$ cat src/rtl/lc3_bus_gate_reg.sv
// Registered LC-3 bus gate: lowest-index gated source onto a held bus, with collision flagging.
// Optional saturating collision counter enabled by defining BUS_GATE_COLL_CNT_EN.
module lc3_bus_gate_reg #(
  parameter int unsigned WIDTH = 16,
  parameter int unsigned N     = 4,
  parameter int unsigned CNT_W = 8
) (
  input  logic                   Clk,
  input  logic                   Reset,
  input  logic [N*WIDTH-1:0]     data_in,
  input  logic [N-1:0]           gate,
  input  logic                   hold,
  input  logic                   clr_err,
  output logic [WIDTH-1:0]       bus_out,
  output logic                   bus_valid,
  output logic [$clog2(N)-1:0]   src_idx,
  output logic                   collision,
  output logic                   err_sticky,
  output logic [CNT_W-1:0]       coll_cnt
);

  localparam int unsigned IDX_W = $clog2(N);

  logic [WIDTH-1:0] sel_word;
  logic [IDX_W-1:0] sel_idx;
  logic             any_gate;
  logic             multi;
  logic             found;

  // Priority scan: the first (lowest) set gate bit wins on a collision.
  always_comb begin
    sel_word = '0;
    sel_idx  = '0;
    found    = 1'b0;
    for (int unsigned i = 0; i < N; i++) begin
      if (gate[i] && !found) begin
        found    = 1'b1;
        sel_word = data_in[i*WIDTH +: WIDTH];
        sel_idx  = IDX_W'(i);
      end
    end
  end

  assign any_gate = |gate;
  assign multi    = |(gate & (gate - N'(1)));

  always_ff @(posedge Clk) begin
    if (Reset) begin
      bus_out    <= '0;
      src_idx    <= '0;
      bus_valid  <= 1'b0;
      collision  <= 1'b0;
      err_sticky <= 1'b0;
    end else begin
      if (!hold) begin
        bus_valid <= any_gate;
        if (any_gate) begin
          bus_out <= sel_word;
          src_idx <= sel_idx;
        end
      end
      collision <= multi;
      if (multi)
        err_sticky <= 1'b1;
      else if (clr_err)
        err_sticky <= 1'b0;
    end
  end

`ifdef BUS_GATE_COLL_CNT_EN
  logic [CNT_W-1:0] cnt_q;

  always_ff @(posedge Clk) begin
    if (Reset)
      cnt_q <= '0;
    else if (multi)
      cnt_q <= clr_err ? CNT_W'(1) : ((cnt_q == '1) ? cnt_q : cnt_q + CNT_W'(1));
    else if (clr_err)
      cnt_q <= '0;
  end

  assign coll_cnt = cnt_q;
`else
  assign coll_cnt = '0;
`endif

endmodule

$ cat config.mk
export PLATFORM = sky130hd
export DESIGN_NAME = lc3_bus_gate_reg
export DESIGN_NICKNAME = d
export VERILOG_FILES = /design/src/rtl/lc3_bus_gate_reg.sv
export SDC_FILE = /design/constraint.sdc
export NUM_CORES = 1
export LEC_CHECK = 0
export BUFFER_PORTS_ARGS = -buffer_cell sky130_fd_sc_hd__buf_2
export CAP_MARGIN = 40
export CELL_PAD_IN_SITES_DETAIL_PLACEMENT = 2
export CELL_PAD_IN_SITES_GLOBAL_PLACEMENT = 2
export CORE_AREA = 2 2 103 75
export DETAILED_ROUTE_END_ITERATION = 7
export DIE_AREA = 0 0 105 77
export PLACE_DENSITY = 0.86
export REMOVE_ABC_BUFFERS = 1
export SLEW_MARGIN = 20
export SYNTH_ARGS = -nofsm -noshare
export SYNTH_HDL_FRONTEND = slang
export SYNTH_SLANG_ARGS = --single-unit
$ cat constraint.sdc
create_clock -name Clk -period 1.3 [get_ports Clk]
set_input_delay 0.065 -clock Clk [delete_from_list [all_inputs] [get_ports Clk]]
set_output_delay 0.065 -clock Clk [all_outputs]
set_load 0.01 [all_outputs]
==> reports/metrics.yaml <==
synthTopCellsByArea: "dfxtp_1 (29%), a221o_1 (11%), a311oi_2 (10%), buf_4 (6.2%), nand2_1 (6.2%)"
grt_pass1_vias: 1827
numPortBuffers: 92
cpMaxStageDelayCell: "a221o_1"
syn_area_mm2: 0.00146
hold_path.class: "input pin to flip-flop"
arrival_ns: 1.28
numCtsBuffers: 3
cts_tree: "done"
ant_nets: 0
yosys.cell_count.top_type: "nand2_1"
cts_buffer_depth: 2
fp.dieW_um: 105
drive_gt1_share_pct: 48.7
synth-edff-count: 0
finalHoldViolCount: 0
setup_viol: 0
ctsHoldBuffers: 0
report.final.slew_viol_count: 0
yosysWarningCount: 0
dpl.hpwl_mm: 5.07
period_needed_ns: 1.11
multi_input_area_um2: 860
drtIter0Drc: 43
fin_ws_ns: 0.193
regArea_um2: 420
num_vias: 1687
final_core_util_pct: 30.5
ys_seq_area_share_pct: 28.8
tns_ns: 0
clock_sinks: 21
rows: 26
grt_use_met2_pct: 27.4
gr-total-overflow: 0
postSynthCellCount: 175
ys.flop_type: "dfxtp_1"
status: "completed"
async_flop_share_pct: 0
die_area_mm2: 0.00809
total_leakage_power_nw: 1.06
diodes: 0
syn-mean-instance-area_um2: 8.34
required_ns: 1.47
core-area_mm2: 0.00709
clock_skew_ns: 0
cts_root_buffer: "clkbuf_8"
antenna_found_initial: 0
worstPathMaxFanout: 7
remaining_drc_errors: 0
rsz0062_at_grt: "false"
dp_slack_ns: -0.0874
max_cap_violations: 0
synth_seq_cells: 21
path_class: "input pin to flip-flop"
met3_usage_pct: 4.17
wl_per_cell_um: 16.2
dieHeight_um: 77
routabilityCongestion: 0.850
cts-htree-levels: 1
clock_latency_ns: 0.27
routed_wl_mm: 6.06
grt_max_degree: 19
grt_usage_pct: 15.4
grt_pass1_wl_mm: 9.86
fmax_ghz: 0.903
synth_area_leader_cell: "dfxtp_1"
initial_utilization_pct: 20.6
cp_slowest_stage_delay_ns: 0.30
cts_setup_buffers: 0
yosysTopAreaCellShare_pct: 28.8
top_usage_layer: "met2"
syn_to_final_growth_pct: 48.2
drtPass1Iterations: 4
min_period_over_period_pct: 85.2
crit_chain: "buf_2 -> and2b_4 -> nor2_2 -> buf_4 -> a221o_1 -> a311oi_2"
via_per_inst: 4.52
use_met1_pct: 19.2
ys_types: 36
max-vdd-ir-drop_mv: 0.348
ctsResizeCount: 0
synth_common_cells: "nand2_1 (24), nor2_1 (22), dfxtp_1 (21)"
ios: 101
fillers: 876
fin_hold_ws_ns: 0.0311
total_power_mw: 1.78
clkSlewWorstSetupHoldPaths_ns: 0.09
cp-end-kind: "flip-flop"
nNetsFinal: 348
power.density_mw_per_mm2: 823
worstSetupStartpointType: "input pin"
-- registers in the layout, indices dropped and copies added (netlist names) --
register	cells
bus_valid	1
collision	1
err_sticky	1
bus_out	16
src_idx	2
-- per-layer routing --
layer | vias to the layer above | routed length, µm
met3 | 6 | 357
met5 | - | 0
met1 | 794 | 2720
li1 | 817 | -
met2 | 70 | 2940
met4 | 0 | 35
-- kinds of logic (layout without fill, tap and decap cells) --
| group | Yosys count | count (layout) | synth area share (%) |
|---|---|---|---|
| buffers and inverters | 37 | 130 | 14.1 |
| multiplexers | 1 | 1 | 0.686 |
| other | 1 | 8 | 0.257 |
| AND/OR/NAND/NOR | 60 | 60 | 19.0 |
| flip-flops | 21 | 21 | 28.8 |
| adder cells (fa/ha/maj) | 1 | 1 | 0.686 |
| AO/OA/AOI/OAI | 54 | 54 | 36.5 |
-- power by group --
group / total (mW) / switching (mW) / internal, mW
clock: 0.457 / 0.242 / 0.214
combinational: 0.602 / 0.309 / 0.293
sequential: 0.721 / 0.0247 / 0.696
-- through the flow --
step	cells	cell area, µm²
CTS	373	2160
global placement	369	2120
floorplan	159	1330
detailed placement	369	2120
global route	373	2160
finish	373	2160
-- layout by cell type, fill, tap and decap left out, types with 2 or more instances in the layout --
cell type  synthesis  final
clkbuf_8           0      3
a221o_1           16     16
inv_1             13     13
dfxtp_1           21     21
buf_4             12     16
a211oi_1          10     10
buf_12             0      4
a22oi_1            2      2
a311oi_1           2      2
nand2_1           24     24
conb_1             1      8
o21ai_0            6      6
buf_2              5     92
nor2_1            22     22
and2_1             2      2
nor3_1             5      5
a311oi_2          10     10
-- final timing paths --
kind         depth (start not counted)        start           to  slack, ns
max                                  6      gate[1]  bus_out[11]       0.19
max reg2reg                          1  bus_out[15]  bus_out[15]       0.54
min reg2reg                          1   err_sticky   err_sticky       0.46
min                                  2  data_in[63]  bus_out[15]       0.03
-- critical path, delay by kind of cell --
family | cells | cell delay [ns]
simple gates | 2 | 0.34
compound gates | 2 | 0.55
buf+inv | 2 | 0.32
-- layout make-up --
type / instances / share of cell area, %
flip-flops and latches: 21 / 19.4
clock buffers: 3 / 1.91
clock inverters: 1 / 0.231
inverters: 14 / 2.43
well taps: 98 / 5.67
repair buffers: 112 / 30.6
multi-input cells: 124 / 39.8
Power figures use the tool's default switching activity.
